===== src/rtl/fetch_if.sv =====
`default_nettype none
// +----------------------------------------------------------------------------+
// | Module   : fetch_if                                                        |
// | Brief    : Instruction-memory req/ack bus between the IF stage and imem.    |
// | Revision : 1.0  initial release                                            |
// +----------------------------------------------------------------------------+
interface fetch_if;
    logic        ImemReq;
    logic [31:0] ImemAddr;
    logic        ImemAck;
    logic [31:0] ImemRdata;

    modport master (
        output ImemReq,
        output ImemAddr,
        input  ImemAck,
        input  ImemRdata
    );

    modport slave (
        input  ImemReq,
        input  ImemAddr,
        output ImemAck,
        output ImemRdata
    );
endinterface
`default_nettype wire


===== src/rtl/fetch.sv =====
`default_nettype none
// +----------------------------------------------------------------------------+
// | Module   : fetch                                                           |
// | Brief    : MIPS IF stage: PC, single-outstanding imem fetch, redirects.     |
// | Revision : 1.0  initial release                                            |
// +----------------------------------------------------------------------------+
module fetch #(
    parameter logic [31:0] RESET_PC = 32'h0000_0000,
    parameter logic [31:0] NOP_WORD = 32'h0000_0000
) (
    input  wire logic        clk,
    input  wire logic        reset,
    input  wire logic        AnyStall,
    input  wire logic        Jump_ID,
    input  wire logic [25:0] JumpTgt_ID,
    input  wire logic        BrTaken_EX,
    input  wire logic [31:0] BrTgt_EX,
    fetch_if.master          imem,
    output logic      [31:0] FetchData_IF,
    output logic      [31:0] PcPlus4_IF,
    output logic             FetchValid_IF,
    output logic             FetchFlush_IF
);

    typedef enum logic [1:0] {
        S_REQ  = 2'd0,
        S_HAVE = 2'd1,
        S_DROP = 2'd2
    } state_t;

    state_t      state_q;
    logic [31:0] pc_q;
    logic [31:0] redir_pc_q;
    logic [31:0] buf_q;

    logic [31:0] br_tgt;
    logic [31:0] next_seq;
    logic        ack;
    logic        consume;

    assign br_tgt     = BrTgt_EX & ~32'h0000_0003;
    assign PcPlus4_IF = pc_q + 32'd4;
    assign next_seq   = Jump_ID ? {PcPlus4_IF[31:28], JumpTgt_ID, 2'b00} : PcPlus4_IF;

    assign imem.ImemReq  = ~reset & ((state_q == S_REQ) | (state_q == S_DROP));
    assign imem.ImemAddr = pc_q;
    // Ack only means anything while a request is actually being driven.
    assign ack           = imem.ImemReq & imem.ImemAck;

    assign FetchValid_IF = ~reset & ~BrTaken_EX &
                           (((state_q == S_REQ) & ack) | (state_q == S_HAVE));
    assign FetchData_IF  = !FetchValid_IF      ? NOP_WORD :
                           (state_q == S_HAVE) ? buf_q    : imem.ImemRdata;
    assign FetchFlush_IF = BrTaken_EX & ~reset;
    assign consume       = FetchValid_IF & ~AnyStall;

    always_ff @(posedge clk) begin
        if (reset) begin
            pc_q    <= RESET_PC;
            state_q <= S_REQ;
            buf_q   <= NOP_WORD;
        end else begin
            case (state_q)
                S_REQ: begin
                    if (BrTaken_EX && ack) begin
                        pc_q <= br_tgt;
                    end else if (BrTaken_EX) begin
                        redir_pc_q <= br_tgt;
                        state_q    <= S_DROP;
                    end else if (consume) begin
                        pc_q <= next_seq;
                    end else if (ack) begin
                        buf_q   <= imem.ImemRdata;
                        state_q <= S_HAVE;
                    end
                end
                S_HAVE: begin
                    if (BrTaken_EX) begin
                        pc_q    <= br_tgt;
                        state_q <= S_REQ;
                    end else if (consume) begin
                        pc_q    <= next_seq;
                        state_q <= S_REQ;
                    end
                end
                S_DROP: begin
                    // The stale request must complete before the redirect can issue.
                    if (BrTaken_EX) begin
                        redir_pc_q <= br_tgt;
                    end
                    if (ack) begin
                        pc_q    <= BrTaken_EX ? br_tgt : redir_pc_q;
                        state_q <= S_REQ;
                    end
                end
                default: begin
                    state_q <= S_REQ;
                end
            endcase
        end
    end

endmodule
`default_nettype wire


===== src/flat_wrapper.sv =====
// flat-port wrapper written by rule: the top's interface ports become plain ports
module fetch_flat 
#(
    parameter logic [31:0] RESET_PC = 32'h0000_0000,
    parameter logic [31:0] NOP_WORD = 32'h0000_0000
)
  (clk, reset, AnyStall, Jump_ID, JumpTgt_ID, BrTaken_EX, BrTgt_EX, FetchData_IF, PcPlus4_IF, FetchValid_IF, FetchFlush_IF, imem_ImemReq, imem_ImemAddr, imem_ImemAck, imem_ImemRdata);
  fetch_if imem_i ();
  input  wire logic clk;
  input  wire logic reset;
  input  wire logic AnyStall;
  input  wire logic Jump_ID;
  input  wire logic [25:0] JumpTgt_ID;
  input  wire logic BrTaken_EX;
  input  wire logic [31:0] BrTgt_EX;
  output logic      [31:0] FetchData_IF;
  output logic      [31:0] PcPlus4_IF;
  output logic FetchValid_IF;
  output logic FetchFlush_IF;
  output wire logic [$bits(imem_i.ImemReq)-1:0] imem_ImemReq;
  output wire logic [$bits(imem_i.ImemAddr)-1:0] imem_ImemAddr;
  input wire logic [$bits(imem_i.ImemAck)-1:0] imem_ImemAck;
  input wire logic [$bits(imem_i.ImemRdata)-1:0] imem_ImemRdata;
  assign imem_ImemReq = imem_i.ImemReq;
  assign imem_ImemAddr = imem_i.ImemAddr;
  assign imem_i.ImemAck = imem_ImemAck;
  assign imem_i.ImemRdata = imem_ImemRdata;
  fetch #(.RESET_PC(RESET_PC), .NOP_WORD(NOP_WORD)) u_core (.clk(clk), .reset(reset), .AnyStall(AnyStall), .Jump_ID(Jump_ID), .JumpTgt_ID(JumpTgt_ID), .BrTaken_EX(BrTaken_EX), .BrTgt_EX(BrTgt_EX), .imem(imem_i), .FetchData_IF(FetchData_IF), .PcPlus4_IF(PcPlus4_IF), .FetchValid_IF(FetchValid_IF), .FetchFlush_IF(FetchFlush_IF));
endmodule

===== config.mk =====
export PLATFORM = sky130hd
export DESIGN_NAME = fetch_flat
export DESIGN_NICKNAME = d
export VERILOG_FILES = /design/src/rtl/fetch_if.sv /design/src/rtl/fetch.sv /design/src/flat_wrapper.sv
export SDC_FILE = /design/constraint.sdc
export NUM_CORES = 1
export LEC_CHECK = 0
export CORE_MARGIN = 2
export CORE_UTILIZATION = 49
export CTS_BUF_LIST = sky130_fd_sc_hd__clkbuf_2 sky130_fd_sc_hd__clkbuf_4 sky130_fd_sc_hd__clkbuf_8
export CTS_CLUSTER_SIZE = 10
export DETAILED_ROUTE_END_ITERATION = 16
export PLACE_DENSITY = 0.81
export SETUP_SLACK_MARGIN = 0.5
export SYNTH_ARGS = -nofsm -noshare
export SYNTH_HDL_FRONTEND = slang
export SYNTH_SLANG_ARGS = --single-unit

===== constraint.sdc =====
create_clock -name clk -period 3.4 [get_ports clk]
set_input_delay 0.68 -clock clk [delete_from_list [all_inputs] [get_ports clk]]
set_output_delay 0.68 -clock clk [all_outputs]
set_load 0.02 [all_outputs]

======== After elaboration in Yosys (flattened, before gate mapping) ========
Cells that the tools add are included.
operators by class
  muxes and demuxes ....................... 20
  reduce and logical (&&, ||, !) cells .... 8
  eq/ne operators ......................... 8
  bitwise gates (word level) .............. 14
  $add $sub $neg .......................... 1
operators by type and width
  kind                     number
  $mux W32                 9
  $pmux W32 S3             1
  $pmux W32 S2             1
  $add A32 B3 Y32 const B  1
  $mux W28                 1
  $mux W2                  7
  $reduce_and A5 Y1        2
  $and A1 B1 Y1            7
  $ne A3 B2 Y1 const B     2
  $ne A3 B3 Y1 const B     2
  $pmux W2 S3              1
  $reduce_and A3 Y1        2
  $not A1 Y1               5
  $reduce_bool A3 Y1       1
  $eq A2 B1 Y1 const B     1
  $eq A2 B2 Y1 const B     1
  $logic_not A2 Y1         1
  $ne A2 B1 Y1 const B     1
  $ne A2 B2 Y1 const B     1
  $or A1 B1 Y1             2
  $reduce_bool A2 Y1       1
  $logic_and A1 B1 Y1      1
word-level totals
  word-level logic and storage cells ...... 55
  input port bits ......................... 96
  output and inout bits ................... 99
  register bits ........................... 98

======== Longest topological paths before layout ========
Gate-level depths: netlist of the first run.
  word-level depth ........................ 12
  depth in mapped cells ................... 11
  gate-level depth less buffers ........... 8

======== Worst setup path after synthesis of the first run ========
OpenSTA, ideal clock, no wires.
  path type ............................... reg2out
  start ................................... register u_core.pc_q[5], in the netlist u_core.imem.ImemAddr[5]
  end ..................................... output port PcPlus4_IF[31]
  stages on the path, launching flop included .. 8
  arrival time ............................ 2.221 ns
  path buffers ............................ 2
  slack ................................... 0.499 ns
  required time ........................... 2.720 ns
  cell sequence ........................... dfxtp_1 > buf_2 > nand4_4 > or3_1 > buf_2 > or3_1 > nor2_1 > xor2_1
between the ends
  word-level cells in the longest chain between the ends .. 1
RTL lines
  element                 line                text
  start, declared         fetch.sv:32         logic [31:0] pc_q;
  start signal, assigned  fetch.sv:66         pc_q <= br_tgt;
  start signal, assigned  fetch.sv:71         pc_q <= next_seq;
  start signal, assigned  fetch.sv:79         pc_q <= br_tgt;
  $add A32 B3 Y32         fetch.sv:42         assign PcPlus4_IF = pc_q + 32'd4;
  end, declared           flat_wrapper.sv:17  output logic [31:0] PcPlus4_IF;
Every way passes these cells.

======== Final worst setup path of the first run ========
  start ................................... register u_core.pc_q[5], in the netlist u_core.imem.ImemAddr[5]
  end ..................................... output port PcPlus4_IF[26]
Same word-level chain as after synthesis.

==> results.md, run 1 <==
- Distinct cells, synth: 65
- Reg-to-reg slack, setup: 0.68 ns
- Worst clock skew: 0.0173 ns
- R2R cell count: 11
- Core area: 12600 µm²
- TritonRoute pass-1 iters: 6
- Final period utilization: 87.8%
- PortBufs: 192
- Status: complete, no violations
- Ys Warns: 0
- Initial antenna violation count: 1
- Worst hold-check path type: reg -> reg
- Synthesized Nets: 878
- Crit path DAT: 2.31 ns
- Total congestion overflow: 0
- Clk slew on worst S/H paths: 0.11 ns
- Finish-stage setup viols: 0
- Number of max-cap violations: 0
- DP HPWL: 14900 µm
- Die width: 117 µm
- Total track usage: 29.9%
- Syn Inst Count: 777
- Rel. slew slack: 37.5%
- Clk_lat worst skew: 0.39 ns
- LEAKAGE: 0.00335 µW
- CTS Buffer Depth: 2
- CTS Hold Buffers Added: 0
- Most used DFF post-synth: dfxtp_1
- CP Launch Type: flop
- N_diodes: 0
- CP endpoint kind: primary output
- DP Area: 8490 µm²
- Register area share after synthesis: 36.5%
- Layout cells sized above 1: 20.4%
- Via-per-instance ratio: 6.02
- Endpoints failing hold: 0
- Pin count of the biggest net entering global routing: 58
- CP max FO: 8
- Worst Tran Pin Value: 0.937 ns
- Async set-reset flop share out of synthesis: 0%
- RSZ-0062 raised after global routing: yes
- Placement Rows: 41
- I/O pins: 195
- Cts bufs inserted: 9
- # clock sinks: 98
- Total Wirelength: 21400 µm
- Vias in the first global route: 5917
- Global-route wire length before repair: 31500 µm
- P&R area growth vs syn: 40.6%
- CTS H-tree lvls: 3
- Max IR drop VDD: 0.291 mV
- Mapped Avg Cell Area: 8.06 µm²
- Drt drc: 0
- WL/cell: 18.7 µm
- Post-route cell area: 8800 µm²
- #FFs+latches synth: 98
- Syn Std Cell Area: 6260 µm²
- Achievable frequency: 0.335 GHz
- Die Area: 13700 µm²
- Die extent in y: 117 µm
- Post-synth EDFFs: 32
- Worst hold path stage count: 2
- Post-DRT Antenna Nets: 0
- Pwr Density: 466 nW/µm²
- Starting DRT DRC Count: 912
- Placer Congestion: 0.925
- Setup_tns: 0 ns
- Via count: 6895
- Initial Util: 49.8%
- Final nets: 1070
- Final-report max-slew violation count: 0
- Final Util: 70.0%
- Final worst path period need: 2.99 ns
- CP Data Required Time: 2.72 ns
- Root Buffer: clkbuf_8
- Crit Path Class: reg -> out
- TritonCTS clock tree: yes
==> routing by layer <==
metal / up-vias / global-route usage [%] / part of all wire [%]
li1: 3202 / - / -
met1: 3214 / 43.8 / 42
met2: 444 / 46.1 / 46
met3: 35 / 4.27 / 10
met4: 0 / 8.63 / 1.8
met5: - / 0 / 0
==> kinds of logic (layout without fill, tap and decap cells) <==
group                    Yosys count  count (layout)  share of synthesized area (%)
AO/OA/AOI/OAI                    215             215                           23.2
XOR/XNOR                          26              26                           3.64
adder cells (fa/ha/maj)            5               5                          0.999
buffers and inverters             95             292                           6.00
flip-flops                        98              98                           36.5
multiplexers                      53              53                           8.77
AND/OR/NAND/NOR                  285             285                           20.9
==> area by class of cell <==
| class | instances | area, µm² |
|---|---|---|
| sequential | 98 | 2310 |
| timing repair buffer | 255 | 2200 |
| multi-input combinational | 584 | 3790 |
| inverter | 21 | 78.8 |
| clock buffer | 9 | 124 |
| tap | 172 | 215 |
| fill | 1023 | 3770 |
| clock inverter | 7 | 83.8 |
==> critical path, cell delays in order (launching register included) <==
cell	delay [ns]
dfxtp_1	0.40
nand4_4	0.11
buf_4	0.20
or3_1	0.44
nor4_2	0.30
xor2_1	0.26
buf_2	0.21
==> registers in the layout, summed over array words and instances (netlist names) <==
name,count
u_core.buf_q,32
u_core.imem.ImemAddr,32
u_core.redir_pc_q,32
u_core.state_q,2
==> where the power goes <==
part | total, µW | internal, µW | leakage [µW] | switching (µW)
logic | 1770 | 767 | 0.00240 | 1010
registers | 1510 | 1380 | 0.000851 | 131
clock network | 821 | 353 | 0.000102 | 468
total | 4100 | 2500 | 0.00335 | 1610
==> through the flow <==
stage	cells	worst slack, ns	total power, µW	hold WS [ns]
2_1_floorplan	777	0.535	2470	0.436
3_3_place_gp	1115	0.192	3230	0.442
3_5_place_dp	1115	0.148	3260	0.448
4_1_cts	1132	0.316	4040	0.463
5_1_grt	1146	0.362	4290	0.475
6_report	1146	0.414	4100	0.458
==> layout by cell type, fill, tap and decap left out, drive strengths merged, types with 6 or more instances in the layout <==
master / Yosys / final
xor2: 15 / 15
o21ai: 40 / 40
inv: 20 / 23
clkdlybuf4s50: 0 / 134
nor4: 9 / 9
dlygate4sd2: 0 / 6
a21o: 9 / 9
o31ai: 9 / 9
o221ai: 7 / 7
a21oi: 52 / 52
o22ai: 12 / 12
or3: 9 / 9
edfxtp: 32 / 32
buf: 15 / 97
a31oi: 7 / 7
a221oi: 17 / 17
nor2b: 11 / 11
a211oi: 10 / 10
nand4: 6 / 6
mux2: 15 / 15
nand2: 113 / 113
clkbuf: 59 / 25
dfxtp: 66 / 66
nor2: 85 / 85
mux2i: 38 / 38
xnor2: 11 / 11
nand3: 22 / 22
a32oi: 9 / 9
nor3: 10 / 10
==> repair_timing <==
item	4_1_cts	5_1_grt
setup buffers	1	14
setup endpoints to repair	57	54
pin swaps	2	13
gates resized for setup	166	85
endpoints found under the hold margin	0	0
==> worst paths after layout <==
path	startpoint	endpoint
worst max-delay path	u_core.imem.ImemAddr[5]	PcPlus4_IF[26]
worst min-delay path	u_core.buf_q[17]	u_core.buf_q[17]
worst max register to register	u_core.state_q[1]	u_core.imem.ImemAddr[27]
worst min register to register	u_core.buf_q[17]	u_core.buf_q[17]
==> synth_stat cells (10+ instances only) <==
| cell | n | area [µm²] |
|---|---|---|
| a221oi_1 | 17 | 149 |
| nor2b_1 | 11 | 68.8 |
| xor2_1 | 15 | 131 |
| dfxtp_1 | 66 | 1320 |
| inv_1 | 20 | 75.1 |
| nor2_1 | 85 | 319 |
| o22ai_1 | 12 | 75.1 |
| mux2i_1 | 38 | 380 |
| o21ai_0 | 33 | 165 |
| mux2_2 | 15 | 169 |
| nand3_1 | 22 | 110 |
| clkbuf_1 | 59 | 221 |
| edfxtp_1 | 32 | 961 |
| nand2_1 | 113 | 424 |
| a21oi_1 | 52 | 260 |
| a211oi_1 | 10 | 75.1 |
| xnor2_1 | 11 | 96.3 |
No activity file was read; power rests on OpenSTA's default activity.
==> inputs of run 2 (changes only) <==
- GPL_TIMING_DRIVEN: unset -> 0
==> results.md, run 2 (synthesized netlist as in run 1, its figures left out) <==
- Fill cells: 1003
- Critical path depth: 8
- Final-report max-slew violation count: 0
- WP buf/inv: 3
- Crit-path max cell delay: 0.40 ns
- CTS Buffer Depth: 2
- TritonRoute pass-1 iters: 5
- Layout cells sized above 1: 21.5%
- CP Data Required Time: 2.72 ns
- Reg area: 2320 µm²
- Number of max-cap violations: 0
- Dpl cells: 1140
- Core area: 12600 µm²
- CP cell instances: buf_6 > nand3_4 > or3_4 > buf_6 > or3_4 > nor2_4 > xor2_2 > buf_6
- Rel. slew slack: 33.7%
- Total Wirelength: 23800 µm
- Start point of the worst min-delay path: u_core.buf_q[28]
- Initial antenna violation count: 0
- Worst hold-check path type: reg -> reg
- Placer Congestion: 0.969
- Endpoints failing hold: 0
- N_diodes: 0
- DP HPWL: 17000 µm
- Clk_lat worst skew: 0.39 ns
- Final period utilization: 89.2%
- Most frequent CP cell: buf_6
- Global-route wire length before repair: 34600 µm
- Die Area: 13700 µm²
- CP Launch Type: flop
- Root Buffer: clkbuf_8
- Post-DRT Antenna Nets: 0
- Flop pwr share: 37.2%
- Pwr Density: 452 nW/µm²
- Status: complete, no violations
- Critical path's top delay family: simple AND/OR/NAND/NOR gates
- Starting DRT DRC Count: 939
- Setup crit start: u_core.imem.ImemAddr[4]
- Worst Tran Pin Value: 0.970 ns
- Achievable frequency: 0.330 GHz
- CP endpoint kind: primary output
- R2R cell count: 10
- # clock sinks: 98
- Drt drc: 0
- Final worst path period need: 3.03 ns
- Cts bufs inserted: 9
- Leading cell type in the layout, fill and taps excluded: clkdlybuf4s50_1
- Die extent in y: 117 µm
- TritonCTS clock tree: yes
- PortBufs: 191
- P&R area growth vs syn: 44.9%
- Worst clock skew: 0.0184 ns
- Crit Path Class: reg -> out
- Area occupied by multi-input gates: 3870 µm²
- Placement Rows: 41
- Crit path DAT: 2.35 ns
- Clk slew on worst S/H paths: 0.10 ns
- Finish-stage setup viols: 0
- Via count: 7275
- LEAKAGE: 0.00346 µW
- Total congestion overflow: 0
- I/O pins: 195
- Total track usage: 33.1%
- Pin count of the biggest net entering global routing: 33
- CP max FO: 5
- Hold WS: 0.459 ns
- WL/cell: 20.1 µm
- Net switching power: 1660 µW
- Final worst setup slack: 0.369 ns
- Reg-to-reg slack, setup: 0.60 ns
- Initial Util: 49.8%
- Clock power share: 17.7%
- CTS H-tree lvls: 3
- Final nets: 1109
- Commonest cells after routing, fill and taps aside: 130 x clkdlybuf4s50_1, 109 x nand2_1, 67 x nor2_1, 54 x buf_4, 51 x a21oi_1
- Vias in the first global route: 6371
- Die width: 117 µm
- Reg-to-reg startpoint: u_core.state_q[0]
- Max IR drop VDD: 0.256 mV
- Worst hold path stage count: 2
- Combinational fraction of design power: 45.1%
- Via-per-instance ratio: 6.14
- Switching part of the total: 40.6%
- Setup WS pre-CTS: -0.455 ns
- RSZ-0062 raised after global routing: yes
- Int Pwr: 2430 µW
- Slowest-stage cell, CP: or3_4
- Final std cells w/o fill: 1185
## run 2: cell count changes in the layout (fill, tap and decap cells not counted), sizes merged, moves of 2 or more
| cell | before | now |
|---|---|---|
| clkbuf | 25 | 70 |
| buf | 97 | 90 |
| clkdlybuf4s50 | 134 | 130 |
| clkinvlp | 1 | 4 |
| dlymetal6s2s | 1 | 4 |
| dlygate4sd2 | 6 | 8 |
| inv | 23 | 21 |
## run 2: power by group through the flow
| stage | clock network (µW) | logic (µW) | registers, µW |
|---|---|---|---|
| finish | 724 | 1850 | 1520 |
| global route | 769 | 1940 | 1540 |
| CTS | 723 | 1750 | 1500 |
| detailed placement | 0 | 1700 | 1520 |
| global placement | 0 | 1690 | 1520 |
| floorplan | 0 | 893 | 1580 |
## run 2: worst paths after layout
path,endpoint
worst max-delay path,PcPlus4_IF[31]
worst min-delay path,u_core.buf_q[28]
worst max register to register,u_core.imem.ImemAddr[28]
worst min register to register,u_core.buf_q[28]
## run 2: per-layer routing
layer / wire length (µm) / part of all wire (%) / GRT usage, % / vias to the layer above
met5: 0 / 0 / 0 / -
met4: 817 / 3.4 / 12.2 / 0
met3: 3010 / 13 / 8.91 / 81
met2: 10500 / 44 / 48.6 / 507
met1: 9490 / 40 / 47.0 / 3398
li1: - / - / - / 3289
## run 2: stage by stage
stage | TNS (ns) | utilization (%) | cell area [µm²] | total power (µW)
2_1_floorplan | 0 | - | 6270 | 2470
3_3_place_gp | -16.66 | 66.8 | 8390 | 3210
3_5_place_dp | -16.36 | 66.8 | 8390 | 3220
4_1_cts | 0 | 69.9 | 8790 | 3980
5_1_grt | 0 | 72.2 | 9070 | 4250
6_report | 0 | 72.2 | 9070 | 4100
## run 2: worst register-to-register path, stage by stage, from the launching register on
cell	delay [ns]
dfxtp_2	0.37
inv_1	0.07
ha_1	0.19
clkbuf_2	0.17
nor2_2	0.42
o32ai_2	0.23
clkbuf_2	0.25
a221oi_1	0.59
o31ai_1	0.15
a21oi_1	0.17
a211oi_1	0.07
## run 2: cell type report
type	count	share of cell area, %
flip-flops and latches	98	25.5
clock buffers	10	1.45
multi-input cells	584	42.7
clock inverters	6	0.469
repair buffers	220	21.9
well taps	172	2.37
inverters	21	0.869
plain buffers	74	4.73
## run 2: repair_timing
action / in CTS / in global routing
setup buffers: 18 / 11
pin swaps: 9 / 15
endpoints found under the setup margin: 101 / 108
resized for setup: 258 / 128
hold buffers: 0 / 0
